--- config.mk ---
export PLATFORM = sky130hd
export DESIGN_NAME = counter_sequencer
export DESIGN_NICKNAME = d
export VERILOG_FILES = /design/src/rtl/counter_sequencer.sv
export SDC_FILE = /design/constraint.sdc
export NUM_CORES = 1
export LEC_CHECK = 0
export ABC_AREA = 1
export CAP_MARGIN = 5
export CORE_ASPECT_RATIO = 1.2
export CORE_MARGIN = 2
export CORE_UTILIZATION = 40
export CTS_CLUSTER_SIZE = 8
export DETAILED_ROUTE_END_ITERATION = 7
export PLACE_DENSITY = 0.67
export RECOVER_POWER = 100
export SLEW_MARGIN = 30
export SYNTH_ARGS = -nofsm -noshare
export SYNTH_HDL_FRONTEND = slang
export SYNTH_SLANG_ARGS = --single-unit
--- constraint.sdc ---
create_clock -name clk -period 2.2 [get_ports clk]
set_input_delay 0.44 -clock clk [delete_from_list [all_inputs] [get_ports clk]]
set_output_delay 0.44 -clock clk [all_outputs]
set_load 0.1 [all_outputs]
--- src/rtl/counter_sequencer.sv ---
// Command-driven sequencer for a loadable up-counter: each accepted command runs
// N segments of load / count-run / idle-gap, then samples the final count into result.
//
// state  | meaning
// IDLE   | waiting for a command, req_ready high
// LOAD   | one-cycle load strobe of the current segment value
// RUN    | counter enabled for run cycles
// GAP    | counter held for gap cycles
// DONE   | one-cycle done pulse, final count captured
module counter_sequencer #(
  parameter int WIDTH = 4,
  parameter int LEN_W = 8,
  parameter int REP_W = 3
) (
  input  logic             clk,
  input  logic             rst,
  input  logic             req_valid,
  output logic             req_ready,
  input  logic [WIDTH-1:0] req_start,
  input  logic [WIDTH-1:0] req_step,
  input  logic [LEN_W-1:0] req_run,
  input  logic [LEN_W-1:0] req_gap,
  input  logic [REP_W-1:0] req_segs,
  input  logic             abort,
  input  logic [WIDTH-1:0] cnt_count,
  output logic             cnt_load,
  output logic [WIDTH-1:0] cnt_data,
  output logic             cnt_enable,
  output logic             busy,
  output logic             done,
  output logic [WIDTH-1:0] result
);

  typedef enum logic [2:0] {S_IDLE, S_LOAD, S_RUN, S_GAP, S_DONE} state_t;

  state_t           state_q, state_d;
  logic [WIDTH-1:0] cur_q, cur_d;
  logic [WIDTH-1:0] step_q, step_d;
  logic [WIDTH-1:0] result_q, result_d;
  logic [LEN_W-1:0] run_q, run_d;
  logic [LEN_W-1:0] gap_q, gap_d;
  logic [LEN_W-1:0] tmr_q, tmr_d;
  logic [REP_W-1:0] segs_q, segs_d;
  logic             seg_end;

  always_comb begin
    state_d  = state_q;
    cur_d    = cur_q;
    step_d   = step_q;
    result_d = result_q;
    run_d    = run_q;
    gap_d    = gap_q;
    tmr_d    = tmr_q;
    segs_d   = segs_q;
    seg_end  = 1'b0;

    case (state_q)
      S_IDLE: begin
        if (req_valid) begin
          cur_d   = req_start;
          step_d  = req_step;
          run_d   = req_run;
          gap_d   = req_gap;
          segs_d  = (req_segs == '0) ? REP_W'(1) : req_segs;
          state_d = S_LOAD;
        end
      end
      S_LOAD: begin
        if (run_q != '0) begin
          state_d = S_RUN;
          tmr_d   = run_q - LEN_W'(1);
        end else if (gap_q != '0) begin
          state_d = S_GAP;
          tmr_d   = gap_q - LEN_W'(1);
        end else begin
          seg_end = 1'b1;
        end
      end
      S_RUN: begin
        if (tmr_q != '0) begin
          tmr_d = tmr_q - LEN_W'(1);
        end else if (gap_q != '0) begin
          state_d = S_GAP;
          tmr_d   = gap_q - LEN_W'(1);
        end else begin
          seg_end = 1'b1;
        end
      end
      S_GAP: begin
        if (tmr_q != '0) tmr_d = tmr_q - LEN_W'(1);
        else             seg_end = 1'b1;
      end
      S_DONE: begin
        result_d = cnt_count;
        state_d  = S_IDLE;
      end
      default: state_d = S_IDLE;
    endcase

    if (seg_end) begin
      segs_d = segs_q - REP_W'(1);
      if (segs_q > REP_W'(1)) begin
        cur_d   = cur_q + step_q;
        state_d = S_LOAD;
      end else begin
        state_d = S_DONE;
      end
    end

    // Abort freezes everything visible: cnt_data keeps the aborted segment value.
    if (abort && state_q != S_IDLE) begin
      state_d  = S_IDLE;
      cur_d    = cur_q;
      segs_d   = segs_q;
      tmr_d    = tmr_q;
      result_d = result_q;
    end
  end

  always_ff @(posedge clk or posedge rst) begin
    if (rst) begin
      state_q  <= S_IDLE;
      cur_q    <= '0;
      step_q   <= '0;
      result_q <= '0;
      run_q    <= '0;
      gap_q    <= '0;
      tmr_q    <= '0;
      segs_q   <= '0;
    end else begin
      state_q  <= state_d;
      cur_q    <= cur_d;
      step_q   <= step_d;
      result_q <= result_d;
      run_q    <= run_d;
      gap_q    <= gap_d;
      tmr_q    <= tmr_d;
      segs_q   <= segs_d;
    end
  end

  assign req_ready  = (state_q == S_IDLE) && !rst;
  assign cnt_load   = (state_q == S_LOAD);
  assign cnt_enable = (state_q == S_RUN);
  assign busy       = (state_q != S_IDLE);
  assign done       = (state_q == S_DONE);
  assign cnt_data   = cur_q;
  assign result     = result_q;

endmodule

[Word-level counts from Yosys, hierarchy flattened]
Index checks and enable logic that the tools add are counted.
Widths: inputs -> output; s select.
Cells by class
  add/subtract/negate cells: 5
  $lt $le $gt $ge: 1
  equality and inequality tests: 8
  mux-type cells: 26
  bitwise gates (word level): 1
  reduce and logical (&&, ||, !) cells: 17
Operators by type and width (count)
  $mux 3: 11
  $mux 8: 4
  $pmux 8 s3: 1
  $reduce_bool 8->1: 3
  $sub 8x1->8 const B: 3
  $mux 4: 4
  $pmux 3 s4: 1
  $reduce_and 3->1: 3
  $eq 3x2->1 const B: 2
  $logic_not 3->1: 2
  $reduce_bool 3->1: 2
  $add 4x4->4: 1
  $mux 1: 4
  $ne 4x3->1 const B: 1
  $ne 4x4->1 const B: 1
  $reduce_and 2->1: 2
  $reduce_bool 2->1: 2
  $eq 3x1->1 const B: 1
  $eq 3x3->1 const B: 1
  $gt 3x1->1 const B: 1
  $ne 3x3->1 const B: 1
  $pmux 1 s3: 1
  $sub 3x1->3 const B: 1
  $logic_and 1x1->1: 2
  3 further kinds: 3
Storage, ports and cells
  register bits: 42
  output and inout bits: 13

[Logic depth before layout (Yosys ltp)]
  word-level depth: 6
  mapped depth: 13

[Least setup slack after synthesis]
No wires, ideal clock.
  path kind: reg2out
  from: register state_q[0]
  to: output port req_ready
  arrival: 2.693 ns
  slack: -0.933 ns
  stages on the path, launching flop included: 4
  cell sequence: dfrtp_1 nor2_1 nand2_1 nor2_1
Between the ends
  longest elaborated chain between the ends: 2
RTL lines
  from (decl): RTL line 36  | state_t state_q, state_d;
  from (signal assigned): RTL line 131  | state_q <= state_d;
  $logic_not 3->1: RTL line 142  | assign req_ready = (state_q == S_IDLE) && !rst;
  $logic_and 1x1->1: RTL line 142
  to (decl): RTL line 18  | output logic req_ready,
No other way between the ends.

[Worst setup path after layout]
  from: register state_q[0]
  to: output port done
Between the ends
  longest elaborated chain between the ends: 1
RTL lines
  $eq 3x3->1: RTL line 146  | assign done = (state_q == S_DONE);
  to (decl): RTL line 30  | output logic done,
No other way between the ends.

==> reports/metrics.yaml <==
outcome:
  result_of_the_run: "completed"
cts:
  clkSinkCount: 42
  cts.repair.resized: 0
  clock-root-buffer: "sky130_fd_sc_hd__clkbuf_8"
  clk_pin_slew_ns: 0.08
  cts_max_path_buffers: 2
  post-cts-setup-buffer-count: 0
  hold_buffers: 0
  htree_levels: 2
  clock_insertion_delay_worst_skew_ns: 0.31
  numCtsBuffers: 5
  clock_tree_from_tritoncts: "built"
setup_path:
  worstPathRequired_ns: 1.76
  critical-path-slowest-cell: "sky130_fd_sc_hd__dfrtp_1"
  cp_cell_sequence: "inv_1, nand2_1, nor2_1, clkbuf_4"
  crit_cells: 4
  worst-r2r-cell-count: 9
  timing_worst_setup_path_type: "reg -> out"
  setup.worst_path.start_class: "flip-flop"
  critical-path-top-delay-family: "buffers and inverters"
  cp-end-kind: "primary output"
  cp_slowest_stage_delay_ns: 0.44
  crit-reg2reg-capture: "cnt_data[3]"
  cp_max_fo: 5
  setup.reg_to_reg.worst_slack_ns: 0.28
  critical_path.n_buffers_inverters: 2
  crit_end: "done"
  worstPathArrival_ns: 1.56
  regToRegStartpoint: "run_q[0]"
  crit_start: "state_q[0]"
yosys:
  ys_top_cells_by_area: "sky130_fd_sc_hd__dfrtp_1 36%, sky130_fd_sc_hd__nand2_1 18%, sky130_fd_sc_hd__inv_1 7.1%"
  postSynthAreaPerCell_sq_um: 6.818
  yosysTopAreaCell: "sky130_fd_sc_hd__dfrtp_1"
  synth.yosys.warnings: 0
  synth_enable_flop_cells: 0
  fraction_of_the_yosys_area_taken_by_sequential_cells_pct: 36.27
  yosys.cell_count.top_type: "sky130_fd_sc_hd__nand2_1"
  async_flop_share_pct: 100.0
  synth_area_sq_mm: 0.002898
  synth_top_area_share_pct: 36.27
  synth_ff_type: "sky130_fd_sc_hd__dfrtp_1"
  netlist_top_cells_count: "140 x sky130_fd_sc_hd__nand2_1, 55 x sky130_fd_sc_hd__inv_1, 47 x sky130_fd_sc_hd__nor2_1"
  post_synth_inst_count: 425
  syn_nets: 471
  yosys_register_bits: 42
  yosysUniqueCellTypes: 28
timing:
  holdWs_ns: 0.5019
  final-hold-violation-count: 0
  max_slew.worst_pin.slew_ns: 1.071
  max-slew-margin-rel_pct: 28.61
  final.setup_skew_ns: 0.009389
  fin_setup_tns_ns: 0
  setup_viol: 0
  drv_slew: 0
  timing.final.crit_period_ns: 2.002
  final_min_period_over_clock_period_pct: 91.02
  fmaxAchievable_mhz: 499.4
  rsz0062_at_grt: "false"
grt:
  wire_length_of_the_first_global_routing_pass_um: 12320
  globalRouteTotalUtil_pct: 19.66
  antenna_violations_before_repair: 0
  grt_overflow: 0
  pin_count_of_the_biggest_net_entering_global_routing: 43
  grt_pass1_vias: 2765
floorplan:
  core_sq_mm: 0.007147
  io_pins: 48
  floorplan.initialDensity_pct: 40.55
  floorplan.rows: 34
  die_width_um: 81.70
  die_area_sq_mm: 0.007945
  die_height_um: 97.24
min_path:
  worstHoldPathType: "reg -> reg"
flow_run:
  max_cap_violations: 0
finish:
  postLayoutCoreUtil_pct: 50.00
  nets: 524
  final_layout_size_suffix_gt1_share_pct: 10.23
  area_growth_syn_to_layout_pct: 23.32
  antennaDiodeCount: 0
  fillerInstances: 737
power:
  fin_total_pwr_mw: 4.832
  powerDensity_mw_per_mm2: 1352
  irDropWorstVdd_mv: 0.8944
  static_power_due_to_leakage_nw: 1.867
drt:
  firstDrtPassIters: 4
  routedWlPerCell_um: 12.43
  drc: 0
  routed-via-count: 2761
  postRouteAntennaNets: 0
  viasPerCell: 4.852
  drt_iter0_drc: 170
  routed_wirelength_um: 7072
placement:
  port_buffers: 47
  hpwl_um: 5584
  gp_congestion: 0.9368
## layout make-up
class / count / area [sq um] / area share (%)
Multi-Input combinational cell: 317 / 1568 / 43.87
Sequential cell: 42 / 1051 / 29.41
Timing Repair Buffer: 53 / 510.5 / 14.29
Inverter: 59 / 221.5 / 6.197
Tap cell: 90 / 112.6 / 3.151
Clock buffer: 6 / 72.57 / 2.031
Clock inverter: 2 / 37.54 / 1.050
## metal layers
layer  routed length [um]  up-vias  global-route usage (%)
met5                    0        -                       0
met4                  189        0                   7.436
met3                  298       14                   3.717
met2                 3618       65                   34.36
met1                 2966     1247                   23.31
li1                     -     1435                       -
## state kept, by name, summed over array words and instances, names as in the netlist
name and cells:
cnt_data 4, gap_q 8, result 4, run_q 8, segs_q 3, state_q 3, step_q 4, tmr_q 8
## worst min-delay path: stages (launching register included)
cell	delay, ns
sky130_fd_sc_hd__dfrtp_1	0.36
sky130_fd_sc_hd__nand2_1	0.06
sky130_fd_sc_hd__nand2_1	0.05
## cell families (layout without fill, tap and decap cells)
| family | count (synthesis) | in the layout | share of synthesized area (%) |
|---|---|---|---|
| AND/OR/NAND/NOR | 252 | 252 | 38.08 |
| XOR/XNOR | 9 | 9 | 2.720 |
| adder cells (fa/ha/maj) | 11 | 11 | 5.009 |
| AO/OA/AOI/OAI | 41 | 41 | 7.340 |
| flip-flops | 42 | 42 | 36.27 |
| multiplexers | 4 | 4 | 1.554 |
| buffers and inverters | 66 | 120 | 9.024 |
## stage by stage
step           setup WS (ns)  area [sq um]  instances
6_report              0.1975          3573        569
5_1_grt              0.07609          3573        569
4_1_cts               0.2501          3655        569
3_5_place_dp          0.2508          3545        561
3_3_place_gp          0.3190          3545        561
2_1_floorplan        -0.2097          2914        425
## layout by cell type (no fill, tap or decap), drive strengths merged
master / synthesis / layout
xnor2: 2 / 2
inv: 59 / 59
o211ai: 1 / 1
o21ai: 32 / 32
xor2: 7 / 7
nand4: 5 / 5
mux2: 4 / 4
ha: 10 / 10
or2: 1 / 1
nand3: 39 / 39
nor2: 57 / 57
nor3: 3 / 3
clkbuf: 0 / 17
dfrtp: 42 / 42
clkdlybuf4s50: 0 / 33
buf: 7 / 8
nand2: 147 / 147
bufinv: 0 / 1
a21oi: 7 / 7
dlygate4sd3: 0 / 1
fa: 1 / 1
o22ai: 1 / 1
clkinvlp: 0 / 1
## where the power goes
part	switching [mW]	internal (mW)
Sequential	0.315	1.10
Combinational	1.87	0.915
Clock	0.291	0.339
## how the worst min path moves through the flow
stage                    from         to  cells after the start
CTS                 step_q[2]  step_q[2]                      2
global placement    step_q[2]  step_q[2]                      2
detailed placement  step_q[2]  step_q[2]                      2
floorplan           step_q[0]  step_q[0]                      2
finish              step_q[2]  step_q[2]                      2
global route        step_q[2]  step_q[2]                      2
(Power assumes the default switching activity.)
